===== config.mk =====
export PLATFORM = sky130hd
export DESIGN_NAME = systolic_tile_flat
export DESIGN_NICKNAME = d
export VERILOG_FILES = /design/src/rtl/systolic_pkg.sv /design/src/rtl/systolic_tile_if.sv /design/src/rtl/systolic_pe.sv /design/src/rtl/systolic_tile.sv /design/src/flat_wrapper.sv
export SDC_FILE = /design/constraint.sdc
export NUM_CORES = 2
export LEC_CHECK = 0
export ABC_AREA = 1
export CAP_MARGIN = 20
export CELL_PAD_IN_SITES_DETAIL_PLACEMENT = 0
export CELL_PAD_IN_SITES_GLOBAL_PLACEMENT = 1
export CORE_MARGIN = 4
export CORE_UTILIZATION = 50
export DETAILED_ROUTE_END_ITERATION = 16
export GPL_ROUTABILITY_DRIVEN = 0
export PLACE_DENSITY = 0.94
export SLEW_MARGIN = 20
export SYNTH_ARGS = -nofsm -noshare
export SYNTH_HDL_FRONTEND = slang
export SYNTH_SLANG_ARGS = --single-unit

===== constraint.sdc =====
create_clock -name clk -period 16.95 [get_ports clk]
set_input_delay 3.39 -clock clk [delete_from_list [all_inputs] [get_ports clk]]
set_output_delay 3.39 -clock clk [all_outputs]
set_load 0.01 [all_outputs]

===== src/rtl/systolic_pkg.sv =====
// Shared types and helpers for the systolic matrix-multiply tile.
// Saturating add is used only when SYSTOLIC_TILE_SAT_EN is defined.
package systolic_pkg;

  typedef enum logic [1:0] {
    IDLE,
    FEED,
    FLUSH,
    DRAIN
  } state_t;

  function automatic logic signed [63:0] sat_add(
    input logic signed [63:0] a,
    input logic signed [63:0] b,
    input int                 w
  );
    logic signed [63:0] s;
    logic signed [63:0] hi;
    logic signed [63:0] lo;
    s  = a + b;
    hi = (64'sd1 <<< (w - 1)) - 64'sd1;
    lo = -hi - 64'sd1;
    if (s > hi)      sat_add = hi;
    else if (s < lo) sat_add = lo;
    else             sat_add = s;
  endfunction

endpackage


===== src/rtl/systolic_tile_if.sv =====
// Operand, result and job-control bundle of the systolic tile.
// slave is the tile side, master the producer/consumer side.
interface systolic_tile_if #(
  parameter int ROWS   = 4,
  parameter int COLS   = 4,
  parameter int DATA_W = 8,
  parameter int ACC_W  = 16,
  parameter int K_MAX  = 255,
  parameter int K_W    = $clog2(K_MAX + 1)
);
  logic                   start;
  logic [K_W-1:0]         k_len;
  logic                   in_valid;
  logic                   in_ready;
  logic [ROWS*DATA_W-1:0] in_a;
  logic [COLS*DATA_W-1:0] in_b;
  logic                   res_valid;
  logic                   res_ready;
  logic [COLS*ACC_W-1:0]  res_data;
  logic                   res_last;
  logic                   busy;

  modport slave (
    input  start, k_len, in_valid, in_a, in_b, res_ready,
    output in_ready, res_valid, res_data, res_last, busy
  );

  modport master (
    output start, k_len, in_valid, in_a, in_b, res_ready,
    input  in_ready, res_valid, res_data, res_last, busy
  );
endinterface


===== src/rtl/systolic_pe.sv =====
// One output-stationary MAC cell with registered a/b pass-through.
// Build option SYSTOLIC_TILE_SAT_EN selects saturating accumulation.
module systolic_pe
  import systolic_pkg::*;
#(
  parameter int DATA_W = 8,
  parameter int ACC_W  = 16
) (
  input  logic                     clk,
  input  logic                     reset,
  input  logic                     en,
  input  logic                     clr,
  input  logic signed [DATA_W-1:0] a_in,
  input  logic signed [DATA_W-1:0] b_in,
  output logic signed [DATA_W-1:0] a_out,
  output logic signed [DATA_W-1:0] b_out,
  output logic signed [ACC_W-1:0]  acc
);

  logic signed [2*DATA_W-1:0] prod;
  logic signed [ACC_W-1:0]    term;
  logic signed [ACC_W-1:0]    nxt;

  assign prod = a_in * b_in;
  assign term = ACC_W'(prod);

`ifdef SYSTOLIC_TILE_SAT_EN
  assign nxt = ACC_W'(sat_add(64'(acc), 64'(term), ACC_W));
`else
  assign nxt = acc + term;
`endif

  always_ff @(posedge clk) begin
    if (!reset || clr) begin
      acc   <= '0;
      a_out <= '0;
      b_out <= '0;
    end else if (en) begin
      acc   <= nxt;
      a_out <= a_in;
      b_out <= b_in;
    end
  end

endmodule


===== src/rtl/systolic_tile.sv =====
// Output-stationary ROWS x COLS systolic tile with job FSM, input skew
// and valid/ready streams. Option macro: SYSTOLIC_TILE_SAT_EN.
module systolic_tile
  import systolic_pkg::*;
#(
  parameter int ROWS   = 4,
  parameter int COLS   = 4,
  parameter int DATA_W = 8,
  parameter int ACC_W  = 16,
  parameter int K_MAX  = 255,
  localparam int K_W   = $clog2(K_MAX + 1)
) (
  input logic            clk,
  input logic            reset,
  systolic_tile_if.slave bus
);

  localparam int FL = ROWS + COLS - 2;
  localparam int CW = (K_W > $clog2(ROWS + COLS)) ?
                      K_W : $clog2(ROWS + COLS);

  if (ACC_W < 2 * DATA_W) begin : g_bad_acc
    $error("ACC_W must be at least 2*DATA_W");
  end

  state_t         state;
  state_t         state_d;
  logic [CW-1:0]  cnt;
  logic [K_W-1:0] klen_q;
  logic           feed;
  logic           fire;
  logic           en;
  logic           clr;
  logic           adv;
  logic           last_beat;
  logic           last_row;

  assign feed      = state == FEED;
  assign fire      = feed && bus.in_valid;
  assign en        = fire || state == FLUSH;
  assign clr       = state == IDLE && bus.start;
  assign last_beat = (cnt + CW'(1)) == CW'(klen_q);
  assign last_row  = cnt == CW'(ROWS - 1);
  assign adv       = fire || state == FLUSH ||
                     (state == DRAIN && bus.res_ready);

  always_comb begin
    state_d = state;
    unique case (state)
      IDLE:
        if (bus.start)
          state_d = (bus.k_len != '0) ? FEED : DRAIN;
      FEED:
        if (fire && last_beat)
          state_d = (FL == 0) ? DRAIN : FLUSH;
      FLUSH:
        if (cnt == CW'(FL - 1)) state_d = DRAIN;
      DRAIN:
        if (bus.res_ready && last_row) state_d = IDLE;
      default: state_d = IDLE;
    endcase
  end

  always_ff @(posedge clk) begin
    if (!reset) begin
      state  <= IDLE;
      cnt    <= '0;
      klen_q <= '0;
    end else begin
      state <= state_d;
      if (state_d != state) cnt <= '0;
      else if (adv)         cnt <= cnt + CW'(1);
      if (clr) klen_q <= bus.k_len;
    end
  end

  logic signed [DATA_W-1:0] a_h [ROWS][COLS+1];
  logic signed [DATA_W-1:0] b_v [ROWS+1][COLS];
  logic signed [ACC_W-1:0]  acc [ROWS][COLS];

  // Row r and column c are delayed r and c enabled steps respectively.
  for (genvar r = 0; r < ROWS; r++) begin : g_ask
    logic signed [DATA_W-1:0] src;
    assign src = feed ? bus.in_a[r*DATA_W +: DATA_W] : '0;
    if (r == 0) begin : g_d0
      assign a_h[r][0] = src;
    end else begin : g_sr
      logic signed [DATA_W-1:0] sr [r];
      always_ff @(posedge clk) begin
        if (!reset || clr) begin
          sr <= '{default: '0};
        end else if (en) begin
          sr[0] <= src;
          for (int i = 1; i < r; i++) sr[i] <= sr[i-1];
        end
      end
      assign a_h[r][0] = sr[r-1];
    end
  end

  for (genvar c = 0; c < COLS; c++) begin : g_bsk
    logic signed [DATA_W-1:0] src;
    assign src = feed ? bus.in_b[c*DATA_W +: DATA_W] : '0;
    if (c == 0) begin : g_d0
      assign b_v[0][c] = src;
    end else begin : g_sr
      logic signed [DATA_W-1:0] sr [c];
      always_ff @(posedge clk) begin
        if (!reset || clr) begin
          sr <= '{default: '0};
        end else if (en) begin
          sr[0] <= src;
          for (int i = 1; i < c; i++) sr[i] <= sr[i-1];
        end
      end
      assign b_v[0][c] = sr[c-1];
    end
  end

  for (genvar r = 0; r < ROWS; r++) begin : g_row
    for (genvar c = 0; c < COLS; c++) begin : g_col
      systolic_pe #(
        .DATA_W(DATA_W),
        .ACC_W (ACC_W)
      ) u_pe (
        .clk  (clk),
        .reset(reset),
        .en   (en),
        .clr  (clr),
        .a_in (a_h[r][c]),
        .b_in (b_v[r][c]),
        .a_out(a_h[r][c+1]),
        .b_out(b_v[r+1][c]),
        .acc  (acc[r][c])
      );
    end
  end

  logic [COLS*ACC_W-1:0] res_row;

  always_comb begin
    res_row = '0;
    for (int r = 0; r < ROWS; r++)
      if (state == DRAIN && cnt == CW'(r))
        for (int c = 0; c < COLS; c++)
          res_row[c*ACC_W +: ACC_W] = acc[r][c];
  end

  assign bus.in_ready  = feed;
  assign bus.busy      = state != IDLE;
  assign bus.res_valid = state == DRAIN;
  assign bus.res_last  = state == DRAIN && last_row;
  assign bus.res_data  = res_row;

endmodule


===== src/flat_wrapper.sv =====
// flat-port wrapper written by rule: the top's interface ports become plain ports
module systolic_tile_flat import systolic_pkg::*;
#(
  parameter int ROWS   = 4,
  parameter int COLS   = 4,
  parameter int DATA_W = 8,
  parameter int ACC_W  = 16,
  parameter int K_MAX  = 255,
  localparam int K_W   = $clog2(K_MAX + 1)
)
  (clk, reset, bus_start, bus_k_len, bus_in_valid, bus_in_a, bus_in_b, bus_res_ready, bus_in_ready, bus_res_valid, bus_res_data, bus_res_last, bus_busy);
  systolic_tile_if #(.ROWS(ROWS), .COLS(COLS), .DATA_W(DATA_W), .ACC_W(ACC_W), .K_MAX(K_MAX), .K_W(($clog2(K_MAX + 1)))) bus_i ();
  input logic clk;
  input logic reset;
  input wire logic [$bits(bus_i.start)-1:0] bus_start;
  input wire logic [$bits(bus_i.k_len)-1:0] bus_k_len;
  input wire logic [$bits(bus_i.in_valid)-1:0] bus_in_valid;
  input wire logic [$bits(bus_i.in_a)-1:0] bus_in_a;
  input wire logic [$bits(bus_i.in_b)-1:0] bus_in_b;
  input wire logic [$bits(bus_i.res_ready)-1:0] bus_res_ready;
  output wire logic [$bits(bus_i.in_ready)-1:0] bus_in_ready;
  output wire logic [$bits(bus_i.res_valid)-1:0] bus_res_valid;
  output wire logic [$bits(bus_i.res_data)-1:0] bus_res_data;
  output wire logic [$bits(bus_i.res_last)-1:0] bus_res_last;
  output wire logic [$bits(bus_i.busy)-1:0] bus_busy;
  assign bus_i.start = bus_start;
  assign bus_i.k_len = bus_k_len;
  assign bus_i.in_valid = bus_in_valid;
  assign bus_i.in_a = bus_in_a;
  assign bus_i.in_b = bus_in_b;
  assign bus_i.res_ready = bus_res_ready;
  assign bus_in_ready = bus_i.in_ready;
  assign bus_res_valid = bus_i.res_valid;
  assign bus_res_data = bus_i.res_data;
  assign bus_res_last = bus_i.res_last;
  assign bus_busy = bus_i.busy;
  systolic_tile #(.ROWS(ROWS), .COLS(COLS), .DATA_W(DATA_W), .ACC_W(ACC_W), .K_MAX(K_MAX)) u_core (.clk(clk), .reset(reset), .bus(bus_i));
endmodule

# --- Word level (Yosys, flattened, before mapping) ---
# Cells that the tools add are included.
totals:
  register_bits: 562
  latchBits: 0
  ramBits: 0
  romBits: 0
  in_bits: 77
  out_inout_bits: 68
  elab_cells: 134
  memories: 0
classes:
  n_addsub: 17
  multipliers: 16
  div_mod_pow: 0
  order_cmp: 0
  n_eq_ne: 9
  shifts: 0
  mux: 18
  bitwise: 1
  n_reduce_logical: 18
ops:
  columns: ["cell", "count"]
  rows:
  - ["$add 16x16->16", 16]
  - ["$mul 8x8->16", 16]
  - ["$mux 64", 4]
  - ["$mux 8", 8]
  - ["$eq 8x2->1 const B", 2]
  - ["$mux 2", 5]
  - ["$logic_and 1x1->1", 9]
  - ["$add 8x1->8 const B", 1]
  - ["$eq 8x1->1 const B", 1]
  - ["$eq 8x3->1 const B", 1]
  - ["$eq 8x8->1", 1]
  - ["$logic_not 8->1", 1]
  - ["$pmux 2 s4", 1]
  - ["$reduce_bool 8->1", 1]
  - ["$eq 2x2->1 const B", 2]
  - ["$logic_or 1x1->1", 3]
  - ["$eq 2x1->1 const B", 1]
  - ["$logic_not 2->1", 1]
  - ["$ne 2x2->1", 1]
  - ["$reduce_bool 2->1", 1]
  - ["$reduce_or 2->1", 1]
  - ["$logic_not 1->1", 1]
  - ["$not 1->1", 1]

# --- Longest topological paths before layout ---
logic_depth:
  ltp_word: 7
  mapped_depth: 26
  depth_no_buf: 26

# --- Cells and area by module ---
# Synthesis repeated with hierarchy kept, for this count alone.
unflattened:
  hier_cells: 10083
  hier_area_um2: 75333.5
by_module_without_submodules:
  columns: ["mod", "instances", "cells_each", "area_per_inst_um2", "seq_area_each_um2"]
  rows:
  - ["systolic_pe (u_core.g_row[1].g_col[1].u_pe ...)", 8, 554, 4245.3, 640.6]
  - ["systolic_pe (u_core.g_row[0].g_col[0].u_pe ...)", 4, 577, 4349.2, 640.6]
  - ["systolic_pe (u_core.g_row[3].g_col[1].u_pe ...)", 2, 563, 4294.1, 640.6]
  - ["systolic_tile", 1, 1098, 6837.8, 2282.2]
  - ["systolic_pe (u_core.g_row[3].g_col[3].u_pe)", 1, 563, 4281.6, 640.6]
  - ["systolic_pe (u_core.g_row[1].g_col[0].u_pe)", 1, 556, 4266.6, 640.6]

# --- Worst setup path before layout ---
# Ideal clock, no wire load.
synth_timing:
  kind: "input to register"
  from: "input bus_in_a[7]"
  to: "register u_core.g_row[0].g_col[0].u_pe.acc[12]"
  setup_time_ps: 114
  t_arrival_ps: 8234
  t_required_ps: 16836
  slack_ps: 8602
  cell_stages: 21
  n_path_buf: 0
  cell_sequence: "inv_1 nor2_1 inv_1 nor2_1 inv_1 fa_1 inv_1 fa_1 fa_1 fa_1 inv_1 fa_1 inv_1 ha_1 a21oi_1 o21ai_0 a21oi_1 o21ai_0 xor2_1 o21bai_1 inv_1"
synth_between:
  elab_chain_cells: 3
synth_rtl:
  columns: ["element", "line", "rtl"]
  rows:
  - ["from (decl)", "flat_wrapper.sv:18", "input wire logic [$bits(bus_i.in_a)-1:0] bus_in_a;"]
  - ["$mux 8", "systolic_tile.sv:84", "assign src = feed ? bus.in_a[r*DATA_W +: DATA_W] : '0;"]
  - ["$mul 8x8->16", "systolic_pe.sv:24", "assign prod = a_in * b_in;"]
  - ["$add 16x16->16", "systolic_pe.sv:30", "assign nxt = acc + term;"]
  - ["to (signal assigned)", "systolic_pe.sv:39", "acc <= nxt;"]
  - ["to (decl)", "systolic_pe.sv:17", "output logic signed [ACC_W-1:0] acc"]
# No other way between the ends.
# A chain may end at the register's enable or synchronous reset.

# --- Worst setup path in the final report ---
layout_timing:
  from: "register u_core.cnt[0]"
  to: "output bus_res_data[57]"
layout_between:
  elab_chain_cells: 6
  elab_cells_between_ends: 12
  classes_between: "eq/ne (3); mux (4); reduce/logical (5)"
layout_rtl:
  columns: ["element", "line", "rtl"]
  rows:
  - ["from (decl)", "systolic_tile.sv:28", "logic [CW-1:0] cnt;"]
  - ["from (signal assigned)", "systolic_tile.sv:72", "else if (adv) cnt <= cnt + CW'(1);"]
  - ["$logic_not 8->1", "systolic_tile.sv:144", "if (state == DRAIN && cnt == CW'(r))"]
  - ["$logic_and 1x1->1", "systolic_tile.sv:144", null]
  - ["$mux 64 (3 in a row)", "systolic_tile.sv:144", null]
  - ["$mux 64 (*)", "systolic_tile.sv:144", null]
  - ["to (decl)", "flat_wrapper.sv:23", "output wire logic [$bits(bus_i.res_data)-1:0] bus_res_data;"]
# Every way passes the cells marked *; elsewhere a longest branch is shown, timed or not.

==> impl_results.md <==
- Port Buf Inserts: 144
- Unique cell type count in the Yosys netlist: 44
- Area of the multi-input gates: just under 50000 sq um
- Seq/Total Area, Yosys: 16.0%
- CP max FO: 54
- Fillers: 12819
- Met2 WL: about 90000 um
- Top_reg_cell synth: dfxtp_1
- Worst Hold Depth: 2
- Pwr dens: 68.1 nW/um^2
- Leak pwr: 43.0 nW
- Total GRT Usage: 26.8%
- Relative slew slack: 8.32%
- # rows: 137
- DR top layer: met5
- Commonest cells in the netlist: 2125 x inv_1, 1492 x nand2_1, 1136 x fa_1
- Yosys warns: 0
- Fin. max-slew vios: 0
- CP Data Required Time: 13.56 ns
- Crit path time final: 9.04 ns
- Core Area: 140000 sq um
- CTS tree: done
- Vias in the first global route: 57922
- R2r worst-path depth: 21
- DRC violations left: 0
- Crit Path Category: register to primary output
- Clock Pin Slew Worst Setup and Hold Paths: 0.06 ns
- Iter 0 DRT Violations: 4409
- Fin crit share: 53.3%
- Post-synthesis net count: 10712
- Wire per inst: 18.1 um
- First-pass GRT wire length: between 300000 and 400000 um
- CTS resizes: 0
- GR Overflow Total: 0
- Hold buffers post-CTS: 0
- CP endpoint kind: primary output
- Setup_tns: 0 ns
- Routed vias: approximately 56000
- Achievable Freq: 111 MHz
- Largest net degree at the start of global routing: 202
- # nets final: 10501
- I/O pin count: 145
- CP Launch Type: register
- Antenna Nets Post-Route: 0
- Post-synth EDFFs: 0
- Post-synth ARST share: 0%
- Worst vdd ir: 0.0726 mV
- Outcome: complete, no violations
- Post-Syn Area per Cell: just under 8 sq um
- CTS max path bufs: 3
- Leading area contributor after synthesis: fa_1
- Metal3 WL: 13600 um
- Met1 Wirelength: 79700 um
- Area grow syn2layout: 6.75%
- Yosys reg bits: approximately 560
- Synth top area cells: fa_1 32%, dfxtp_1 16%, inv_1 11%
- Syn Inst Count: 8903
- Max-cap violations: 0
- CTS sink cnt: 562
- Post-Syn Area: a little over 70000 sq um
- Post-CTS Setup Bufs: 0
- Worst-Margin Slew: 1.37 ns
- Clock skew: 0.0327 ns
- Cts bufs inserted: slightly above 70
- Initial antenna violation count: 5
- HPWL after DPL: 151000 um
- Die ar.: 147000 sq um
- Hold Path Class: register to register
- Final setup violation count: 0
- Synth top area share: 32.3%
- Hold Violations, Final: 0
- Worst Path Arrival: 5.65 ns
- Drt first pass iters: 8
- Vias per cell: 5.26
- Die H: ~380 um
- Final std cells w/o fill: 10626
- Starting density of the core: between 50 and 60%
- Worst skew pair latency: 0.67 ns
- Unrepaired setup endpoints after global routing: no
- CTS root buf: clkbuf_16
- Seq. cell area: 11300 sq um
- Share of layout cells above drive strength 1: 2.45%
- Horiz. Die Dim: approximately 380 um
- Cell with the most instances after synthesis: inv_1
- # H-tree levels: 3
- Placed Cells: 10494
- Final WL: 192000 um
## through the flow
step | utilization [%] | hold WS [ns] | setup slack [ns] | instance area (sq um) | power (mW)
3_5_place_dp | 52.0 | 0.454 | 7.49 | 72700 | 3.49
5_1_grt | 53.8 | 0.477 | 7.88 | 75100 | 5.47
6_report | 53.8 | 0.462 | 7.91 | 75100 | 5.11
3_3_place_gp | 52.0 | 0.449 | 7.61 | 72700 | 3.44
4_1_cts | 53.8 | 0.462 | 8.06 | 75100 | 5.13
2_1_floorplan | - | 0.437 | 8.60 | 70400 | 2.97
## critical path, cell delays in order, from the launching register on
cell and delay [ns]:
dfxtp_1 0.45, ha_1 0.40, nand2_1 0.15, nor2_4 0.12, buf_4 0.60, clkinv_2 0.73, buf_4 0.57, a31oi_1 1.16
clkdlybuf4s50_1 0.74
## registers in the layout, indices dropped and copies added (netlist names)
signal and count:
u_core.g_bsk.g_sr.sr 32, u_core.g_row.g_col.u_pe.a_out 96, u_core.g_row.g_col.u_pe.acc 256, u_core.state 2, u_core.klen_q 8, u_core.g_row.g_col.u_pe.b_out 96, u_core.a_h 16, u_core.cnt 8
u_core.b_v 16, u_core.g_ask.g_sr.sr 32
## layout make-up
type	instances	area share (%)
multi-input combinational	5745	65.7
sequential	562	15.0
inverter	2137	10.7
tap	1876	3.12
clock buffer	105	2.92
timing repair buffer	174	2.23
clock inverter	24	0.373
antenna	3	0.00999
## cells in the final DEF (no fill, tap or decap), types with 7 or more instances in the layout
cell	instances
a21o_1	25
a21oi_1	355
a31oi_1	34
buf_4	29
clkbuf_1	12
clkbuf_16	77
clkbuf_8	16
clkdlybuf4s50_1	144
clkinv_2	8
clkinvlp_4	8
dfxtp_1	562
fa_1	1136
ha_1	595
inv_1	2125
inv_2	7
nand2_1	1490
nand3_1	215
nand4_1	15
nor2_1	726
nor3_1	11
o2111ai_1	20
o211ai_1	46
o21ai_0	582
o21ai_1	22
o21bai_1	101
o221ai_1	9
o311ai_0	9
or2_2	42
xnor2_1	142
xor2_1	126
## cells by family (layout without fill, tap and decap cells)
logic type	Yosys count	count (layout)	synth area share (%)
other cells	0	3	0
flops	562	562	16.0
xor+xnor	268	268	3.33
fa+ha+maj	1732	1732	42.9
buf+inv	2596	2440	14.0
compound gates	1220	1220	9.62
simple gates	2525	2525	14.2
## routing by layer
metal / global-route usage (%) / vias up
li1: - / 26145
met1: 35.1 / 27568
met2: 44.1 / 1737
met3: 4.63 / 410
met4: 11.2 / 4
met5: 0 / -
## report_power, final
group | internal (mW) | switching (mW)
clock | 0.974 | 0.659
sequential | 1.46 | 0.294
combinational | 0.651 | 1.08
total | 3.08 | 2.03
## worst paths after layout
| check | slack, ns | to | startpoint |
|---|---|---|---|
| max reg2reg | 11.04 | u_core.g_row[0].g_col[0].u_pe.acc[12] | u_core.state[0] |
| min | 0.46 | u_core.g_ask[2].g_sr.sr[10] | u_core.g_ask[2].g_sr.sr[10] |
| min reg2reg | 0.46 | u_core.g_ask[2].g_sr.sr[10] | u_core.g_ask[2].g_sr.sr[10] |
| max | 7.91 | bus_res_data[57] | u_core.cnt[0] |
No activity file was read; power rests on OpenSTA's default activity.
